[src/rtl/regfile_wb_arbiter.sv]
`default_nettype none
// +--------------------------------------------------------------------------+
// | Module      : regfile_wb_arbiter                                          |
// | Description : Arbitrates the single register-file write port between    |
// |               pipeline writeback and buffered MUL/DIV results, keeps the  |
// |               MUL/DIV pending scoreboard and raises the decode stall.     |
// |               Optional macro WB_FORWARD_EN adds same-cycle forwarding     |
// |               outputs (fwd_rs1_hit, fwd_rs2_hit, fwd_data).               |
// | Revision    : 1.0 - initial release                                       |
// +--------------------------------------------------------------------------+
module regfile_wb_arbiter #(
  parameter int BUF_DEPTH    = 2,
  parameter int STARVE_LIMIT = 4
) (
  input  logic        clk,
  input  logic        SYS_reset,
  input  logic        wb_valid,
  input  logic [4:0]  wb_rd,
  input  logic [31:0] wb_data,
  output logic        wb_ready,
  input  logic        md_valid,
  input  logic [4:0]  md_rd,
  input  logic [31:0] md_data,
  output logic        md_ready,
  input  logic        md_issue,
  input  logic [4:0]  md_issue_rd,
  input  logic [4:0]  dec_rs1,
  input  logic [4:0]  dec_rs2,
  input  logic [4:0]  dec_rd,
  output logic        hazard_stall,
`ifdef WB_FORWARD_EN
  output logic        fwd_rs1_hit,
  output logic        fwd_rs2_hit,
  output logic [31:0] fwd_data,
`endif
  output logic        REG_write_enable,
  output logic [4:0]  REG_write_address,
  output logic [31:0] REG_write_value
);

  localparam int c_PTR_W = (BUF_DEPTH > 1) ? $clog2(BUF_DEPTH) : 1;
  localparam int c_CNT_W = c_PTR_W + 1;
  localparam int c_SC_W  = $clog2(STARVE_LIMIT + 1);

  logic [4:0]         r_buf_rd   [BUF_DEPTH];
  logic [31:0]        r_buf_data [BUF_DEPTH];
  logic [c_PTR_W-1:0] r_wr_ptr;
  logic [c_PTR_W-1:0] r_rd_ptr;
  logic [c_CNT_W-1:0] r_count;
  logic [c_SC_W-1:0]  r_starve_cnt;
  logic               r_force_drain;
  logic [31:0]        r_pending;

  logic               w_empty;
  logic               w_full;
  logic               w_push;
  logic               w_sel_buf;
  logic               w_sel_wb;
  logic [4:0]         w_head_rd;
  logic [31:0]        w_head_data;
  logic [c_SC_W-1:0]  w_starve_nxt;
  logic [31:0]        w_pending_nxt;

  assign w_empty     = (r_count == '0);
  assign w_full      = (r_count == c_CNT_W'(BUF_DEPTH));
  assign w_head_rd   = r_buf_rd[r_rd_ptr];
  assign w_head_data = r_buf_data[r_rd_ptr];

  // A result only enters the buffer when there is room and reset is low.
  assign md_ready = !w_full && !SYS_reset;
  assign w_push   = md_valid && md_ready;

  // Buffer head wins when a drain is forced or the pipeline is idle.
  assign w_sel_buf = !SYS_reset && !w_empty && (r_force_drain || !wb_valid);
  assign w_sel_wb  = !SYS_reset && wb_valid && !(r_force_drain && !w_empty);

  assign wb_ready          = w_sel_wb;
  assign REG_write_enable  = w_sel_buf || w_sel_wb;
  assign REG_write_address = w_sel_buf ? w_head_rd   : wb_rd;
  assign REG_write_value   = w_sel_buf ? w_head_data : wb_data;

  // Scoreboard lookup uses registered state only; gated low during reset.
  assign hazard_stall = !SYS_reset &&
                        (r_pending[dec_rs1] || r_pending[dec_rs2] || r_pending[dec_rd]);

`ifdef WB_FORWARD_EN
  assign fwd_rs1_hit = REG_write_enable && (REG_write_address == dec_rs1) && (dec_rs1 != 5'd0);
  assign fwd_rs2_hit = REG_write_enable && (REG_write_address == dec_rs2) && (dec_rs2 != 5'd0);
  assign fwd_data    = REG_write_value;
`endif

  // Next starvation count and next scoreboard (issue set beats drain clear).
  always_comb begin
    w_starve_nxt  = r_starve_cnt;
    w_pending_nxt = r_pending;
    if (w_sel_buf || w_empty) begin
      w_starve_nxt = '0;
    end else if (w_sel_wb && (r_starve_cnt != c_SC_W'(STARVE_LIMIT))) begin
      w_starve_nxt = r_starve_cnt + c_SC_W'(1);
    end
    if (w_sel_buf) begin
      w_pending_nxt[w_head_rd] = 1'b0;
    end
    if (md_issue && (md_issue_rd != 5'd0)) begin
      w_pending_nxt[md_issue_rd] = 1'b1;
    end
    w_pending_nxt[0] = 1'b0;
  end

  // Buffer storage; contents need no reset since occupancy is tracked separately.
  always_ff @(posedge clk) begin
    if (w_push) begin
      r_buf_rd[r_wr_ptr]   <= md_rd;
      r_buf_data[r_wr_ptr] <= md_data;
    end
  end

  // Pointers, occupancy, starvation tracking and scoreboard state.
  always_ff @(posedge clk) begin
    if (SYS_reset) begin
      r_wr_ptr      <= '0;
      r_rd_ptr      <= '0;
      r_count       <= '0;
      r_starve_cnt  <= '0;
      r_force_drain <= 1'b0;
      r_pending     <= '0;
    end else begin
      if (w_push) begin
        r_wr_ptr <= r_wr_ptr + c_PTR_W'(1);
      end
      if (w_sel_buf) begin
        r_rd_ptr <= r_rd_ptr + c_PTR_W'(1);
      end
      case ({w_push, w_sel_buf})
        2'b10:   r_count <= r_count + c_CNT_W'(1);
        2'b01:   r_count <= r_count - c_CNT_W'(1);
        default: r_count <= r_count;
      endcase
      r_starve_cnt  <= w_starve_nxt;
      r_force_drain <= (w_starve_nxt == c_SC_W'(STARVE_LIMIT));
      r_pending     <= w_pending_nxt;
    end
  end

endmodule
`default_nettype wire

[config.mk]
export PLATFORM = sky130hd
export DESIGN_NAME = regfile_wb_arbiter
export DESIGN_NICKNAME = d
export VERILOG_FILES = /design/src/rtl/regfile_wb_arbiter.sv
export SDC_FILE = /design/constraint.sdc
export NUM_CORES = 1
export LEC_CHECK = 0
export CAP_MARGIN = 15
export CORE_ASPECT_RATIO = 1.5
export CORE_UTILIZATION = 45
export CTS_BUF_LIST = sky130_fd_sc_hd__clkbuf_8
export CTS_CLUSTER_DIAMETER = 50
export DETAILED_ROUTE_END_ITERATION = 12
export HOLD_SLACK_MARGIN = 0.02
export PLACE_DENSITY = 0.85
export SYNTH_ARGS = -nofsm -noshare
export SYNTH_HDL_FRONTEND = slang
export SYNTH_SLANG_ARGS = --single-unit
[constraint.sdc]
create_clock -name clk -period 9.05 [get_ports clk]
set_clock_uncertainty 0.2 [all_clocks]
set_input_delay 1.3575 -clock clk [delete_from_list [all_inputs] [get_ports clk]]
set_output_delay 1.3575 -clock clk [all_outputs]
set_load 0.005 [all_outputs]
==> flow_metrics.env, run 1 <==
export IMPL_synth_async_reset_ratio_pct=0
export IMPL_setup_tns_ns=0
export IMPL_syn_avg_cell_area_sq_um=10.96
export IMPL_fin_crit_sh_pct=61.72
export IMPL_path_common_cell="clkdlybuf4s50_1"
export IMPL_synth_top_area_share_pct=39.38
export IMPL_drc_errors=0
export IMPL_final_cell_mix="clkdlybuf4s50_1 (139), edfxtp_1 (74), a21oi_1 (68), nor2_1 (56), nand2_1 (52)"
export IMPL_utilization_pct=62.27
export IMPL_ant_nets=0
export IMPL_top_usage_layer="met2"
export IMPL_power_density_mw_per_mm2=170.5
export IMPL_gp_congestion=0.8607
export IMPL_yosysTopAreaCell="edfxtp_1"
export IMPL_met1_usage_pct=26.41
export IMPL_crit_path_cell_trace="clkdlybuf4s50_1 -> mux4_2 -> inv_1 -> a2111oi_0 -> nor4_1 -> a41oi_1 -> clkdlybuf4s50_1"
export IMPL_final_hold_violation_count=0
export IMPL_synth_area_top_cells="edfxtp_1 (39%), dfxtp_1 (14%), mux2i_1 (7.6%)"
export IMPL_final_common_cell="clkdlybuf4s50_1"
export IMPL_num_vias=4623
export IMPL_arrival_ns=4.03
export IMPL_startpoint_type="primary input"
export IMPL_ys_ff_latch=114
export IMPL_htreeDepth=4
export IMPL_cpLargestDelayFamily="buffers and inverters"
export IMPL_dp_hpwl_mm=11.05
export IMPL_grt_util_met2_pct=41.99
export IMPL_synthesis_nets=617
export IMPL_coreArea_sq_mm=0.01208
export IMPL_grt_pass1_wl_mm=23.73
export IMPL_wl_per_cell_um=18.36
export IMPL_synth_cell_types=45
export IMPL_use_met3_pct=7.950
export IMPL_cp_num_buf_inv=3
export IMPL_synth_edf_count=74
export IMPL_synth_warnings=0
export IMPL_cts_setup_buffers=0
export IMPL_final_cells=813
export IMPL_synth_cells=515
export IMPL_post_cts_resized=0
export IMPL_die_w_um=93.43
export IMPL_setup_violations=0
export IMPL_slew_violations=0
export IMPL_p_leak_nw=2.534
export IMPL_outcome="finished clean"
export IMPL_dp_cells=781
export IMPL_relSlewSlack_pct=28.21
export IMPL_areaGrowthSynthToFinish_pct=33.28
export IMPL_die_area_sq_mm=0.01300
export IMPL_worstSetupPathType="primary input to output port"
export IMPL_fmax_mhz=179.0
export IMPL_first_global_vias=4676
export IMPL_max_stage_delay_ns=0.87
export IMPL_cp_max_fo=12
export IMPL_maxCapViolations=0
export IMPL_power_total_mw=1.282
export IMPL_cts_buffer_depth=2
export IMPL_io_pins=140
export IMPL_cts_buffers_inserted=17
export IMPL_grtUsageTotal_pct=24.11
export IMPL_fin_crit_ns=5.586
export IMPL_drive_above_1_share_pct=9.394
export IMPL_row_count=49
export IMPL_grt_max_degree=84
export IMPL_final_nets=749
export IMPL_hp_class="flop to flop"
export IMPL_first_iter_violations=303
export IMPL_die_h_um=139.2
export IMPL_postCtsHoldBufs=0
export IMPL_netlist_area_sq_mm=0.005643
export IMPL_tritoncts="yes"
export IMPL_slowest_stage="clkdlybuf4s50_1"
export IMPL_viasPerCell=5.686
export IMPL_worstPathRequired_ns=7.49
export IMPL_path_clk_slew_ns=0.06
export IMPL_root_buffer="clkbuf_8"
export IMPL_synth_seq_area_share_pct=53.57
export IMPL_cts_sinks=114
export IMPL_drt_wl_total_mm=14.92
export IMPL_worst_pin_slew_ns=1.074
export IMPL_antenna_found_initial=0
export IMPL_insertion_delay_ns=0.42
export IMPL_first_pass_iters=4
export IMPL_antenna_cells=0
export IMPL_synthFlopType="edfxtp_1"
export IMPL_grt_setup_unrepaired="false"
export IMPL_port_buffers=139
export IMPL_start_util_pct=46.72
export IMPL_ir_drop_uv=166.2
export IMPL_gr_total_overflow=0
export IMPL_critPathCaptureType="output port"
[where the power goes]
part	internal, mW	total [mW]	switching (mW)
registers	0.575	0.587	0.0114
logic	0.111	0.207	0.0957
clock network	0.293	0.489	0.196
total	0.979	1.28	0.303
[cells in the mapped netlist, drive strengths merged (3+ instances only)]
cell type / instances
edfxtp: 74
a21oi: 68
nor2: 57
nand2: 52
mux2i: 43
dfxtp: 40
o21ai: 36
buf: 22
mux4: 16
inv: 12
mux2: 11
nor2b: 10
clkbuf: 7
nand2b: 7
nor3: 5
nor4: 5
a2111oi: 4
a31oi: 4
nand3: 4
nand3b: 4
o22ai: 4
a221oi: 3
ha: 3
xor2: 3
[cells by family (layout without fill, tap and decap cells)]
kind of cell	after synthesis	count (layout)	synth area share, %
compound gates	129	129	12.79
xor+xnor	5	5	0.7762
fa+ha+maj	3	3	0.6653
buf+inv	41	186	3.503
flops	114	114	53.57
mux	70	70	16.41
simple gates	153	153	12.28
[worst reg2reg max path, stage by stage (launching register included)]
cell,delay (ns)
dfxtp_1,0.45
nor2_1,0.08
nor3_2,0.15
buf_4,0.61
o21ai_0,0.57
o21ai_0,0.31
a21oi_1,0.09
[flip-flops by register name, indices dropped and copies added, names as in the netlist, named ones only]
| name | count |
|---|---|
| r_pending | 31 |
| r_starve_cnt | 3 |
| r_buf_rd | 10 |
| r_force_drain | 1 |
| r_buf_data | 64 |
| r_wr_ptr | 1 |
| r_rd_ptr | 1 |
| r_count | 2 |
[per-layer routing]
metal  vias up  share of wire (%)
met4         0                3.1
met5         -                  0
met1      2190                 37
met2       219                 52
li1       2177                  -
met3        37                8.1
[final cells by class]
type / instances / area [sq um]
clock buffers: 17 / 234.0
clock inverters: 15 / 176.4
fillers: 954 / 4557
inverters: 12 / 45.04
multi-input cells: 360 / 2436
flip-flops and latches: 114 / 3024
well taps: 153 / 191.4
repair buffers: 142 / 1414
[final timing paths]
check	start	to	slack [ns]	depth (start not counted)
setup / recovery	dec_rd[1]	hazard_stall	3.46	7
hold / removal	r_rd_ptr	flop	0.31	1
setup reg to reg	r_count[0]	r_pending[16]	6.45	6
hold reg to reg	r_rd_ptr	flop	0.31	1
[metrics by stage]
step | worst slack [ns] | area (sq um) | hold WS (ns)
2_1_floorplan | 4.933 | 5643 | 0.2678
3_3_place_gp | 3.470 | 7111 | 0.2924
3_5_place_dp | 3.473 | 7111 | 0.3028
4_1_cts | 3.477 | 7521 | 0.3128
5_1_grt | 3.213 | 7521 | 0.3286
6_report | 3.464 | 7521 | 0.3104
(Power assumes the default switching activity.)
==> inputs of run 2 (changes only) <==
Settings changed: PLACE_DENSITY 0.85 to 0.88.
Clock period 9.05 ns to 5.11 ns, I/O delays scaled along.
==> run 2 against run 1 <==
Critical path depth is the same; combinational power rose by 73%; sequential power is 79% higher; die area unchanged; via count increased by 0.19%; cell count unchanged; wire length down 1.0%; non-clock buffer count unchanged; register-to-register slack got worse by 4.1 ns; utilization up 0.093 points.
==> flow_metrics.env, run 2 (synthesis results as in run 1) <==
export IMPL_power_density_mw_per_mm2=300.6
export IMPL_cts_buffer_depth=2
export IMPL_die_area_sq_mm=0.01300
export IMPL_maxCapViolations=0
export IMPL_grt_pass1_wl_mm=22.54
export IMPL_final_nets=749
export IMPL_die_h_um=139.2
export IMPL_dp_cells=781
export IMPL_arrival_ns=3.40
export IMPL_startpoint_type="primary input"
export IMPL_p_leak_nw=2.533
export IMPL_setup_tns_ns=0
export IMPL_fin_crit_sh_pct=85.40
export IMPL_relSlewSlack_pct=26.57
export IMPL_finalWorstSetupSlack_ns=0.7461
export IMPL_drc_errors=0
export IMPL_path_common_cell="clkdlybuf4s50_1"
export IMPL_wl_per_cell_um=18.16
export IMPL_post_place_ws_ns=0.7382
export IMPL_final_cells=813
export IMPL_die_w_um=93.43
export IMPL_ir_drop_uv=232.0
export IMPL_first_pass_iters=6
export IMPL_drt_wl_total_mm=14.77
export IMPL_hp_class="flop to flop"
export IMPL_postCtsHoldBufs=0
export IMPL_critPathCaptureType="output port"
export IMPL_setup_violations=0
export IMPL_htreeDepth=4
export IMPL_drive_above_1_share_pct=9.091
export IMPL_start_util_pct=46.72
export IMPL_slowest_stage="a2111oi_0"
export IMPL_power_total_mw=2.264
export IMPL_grt_max_degree=84
export IMPL_gr_total_overflow=0
export IMPL_tritoncts="yes"
export IMPL_max_stage_delay_ns=0.68
export IMPL_viasPerCell=5.697
export IMPL_slew_violations=0
export IMPL_worst_pin_slew_ns=1.099
export IMPL_outcome="finished clean"
export IMPL_path_clk_slew_ns=0.06
export IMPL_ant_nets=0
export IMPL_areaGrowthSynthToFinish_pct=33.48
export IMPL_first_iter_violations=378
export IMPL_cts_sinks=114
export IMPL_insertion_delay_ns=0.42
export IMPL_fmax_mhz=229.2
export IMPL_cpLargestDelayFamily="buffers and inverters"
export IMPL_cp_num_buf_inv=3
export IMPL_gp_congestion=0.9749
export IMPL_root_buffer="clkbuf_8"
export IMPL_rrSetupSlack_ns=2.38
export IMPL_antenna_found_initial=0
export IMPL_grt_setup_unrepaired="false"
export IMPL_first_global_vias=4557
export IMPL_row_count=49
export IMPL_largest_reg_flops=64
export IMPL_worstPathRequired_ns=4.14
export IMPL_num_vias=4632
export IMPL_port_buffers=139
export IMPL_grtUsageTotal_pct=23.03
export IMPL_cts_setup_buffers=0
export IMPL_crit_path_cell_trace="clkdlybuf4s50_1 -> mux4_2 -> inv_1 -> a2111oi_0 -> nor4_1 -> a41oi_1 -> clkdlybuf4s50_1"
export IMPL_reg_top3="r_buf_data (64), r_pending (31), r_buf_rd (10)"
export IMPL_post_cts_resized=0
export IMPL_coreArea_sq_mm=0.01208
export IMPL_hold_slack_ns=0.3281
export IMPL_cp_max_fo=10
export IMPL_fillCellCount=924
export IMPL_dp_hpwl_mm=10.89
export IMPL_antenna_cells=0
export IMPL_final_common_cell="clkdlybuf4s50_1"
export IMPL_fin_crit_ns=4.364
export IMPL_cts_buffers_inserted=17
export IMPL_top_register="r_buf_data"
export IMPL_io_pins=140
export IMPL_final_cell_mix="clkdlybuf4s50_1 (139), edfxtp_1 (74), a21oi_1 (68), nor2_1 (56), nand2_1 (52)"
export IMPL_final_hold_violation_count=0
export IMPL_worstSetupPathType="primary input to output port"
run 2: cell count changes in the layout (fill, tap and decap cells not counted):
cell	previous run	this run
clkinv_4	0	1
buf_12	0	1
clkinvlp_4	3	2
clkinv_2	3	1
clkinv_1	1	4
buf_4	3	2
inv_1	16	15
run 2: worst paths after layout:
| kind | startpoint | to | cells after the start |
|---|---|---|---|
| worst max register to register | flop | r_pending[16] | 5 |
| worst min-delay path | r_pending[10] | r_pending[10] | 2 |
| worst min register to register | r_pending[10] | r_pending[10] | 2 |
| worst max-delay path | dec_rs1[0] | hazard_stall | 7 |
run 2: report_power, final:
group / switching (mW) / total [mW] / internal, mW
registers: 0.0285 / 1.05 / 1.02
logic: 0.160 / 0.358 / 0.198
clock network: 0.341 / 0.859 / 0.518
total: 0.529 / 2.26 / 1.74
run 2: metal layers:
layer | share of wire, % | track usage, % | vias up
met5 | 0 | 0 | -
met4 | 4.4 | 13.44 | 0
met3 | 7.2 | 5.866 | 48
met2 | 52 | 40.60 | 249
met1 | 36 | 24.32 | 2165
li1 | - | - | 2170
run 2: final cells by class:
cell class / instances / area [sq um] / area share, %
sequential: 114 / 3024 / 40.15
multi-input combinational: 360 / 2436 / 32.34
timing repair buffer: 142 / 1426 / 18.94
clock buffer: 17 / 234.0 / 3.106
tap: 153 / 191.4 / 2.542
clock inverter: 15 / 175.2 / 2.326
inverter: 12 / 45.04 / 0.5980
run 2: stage by stage:
stage / util (%) / area [sq um]
global route: 62.36 / 7532
global placement: 58.98 / 7123
floorplan: - / 5643
detailed placement: 58.98 / 7123
CTS: 62.36 / 7532
finish: 62.36 / 7532
run 2: worst register-to-register path, delay by kind of cell (launching register included):
kind	cells	cell delay [ns]
AND/OR/NAND/NOR	1	0.11
AO/OA/AOI/OAI	3	1.12
flip-flops	1	0.75
buffers and inverters	1	0.47
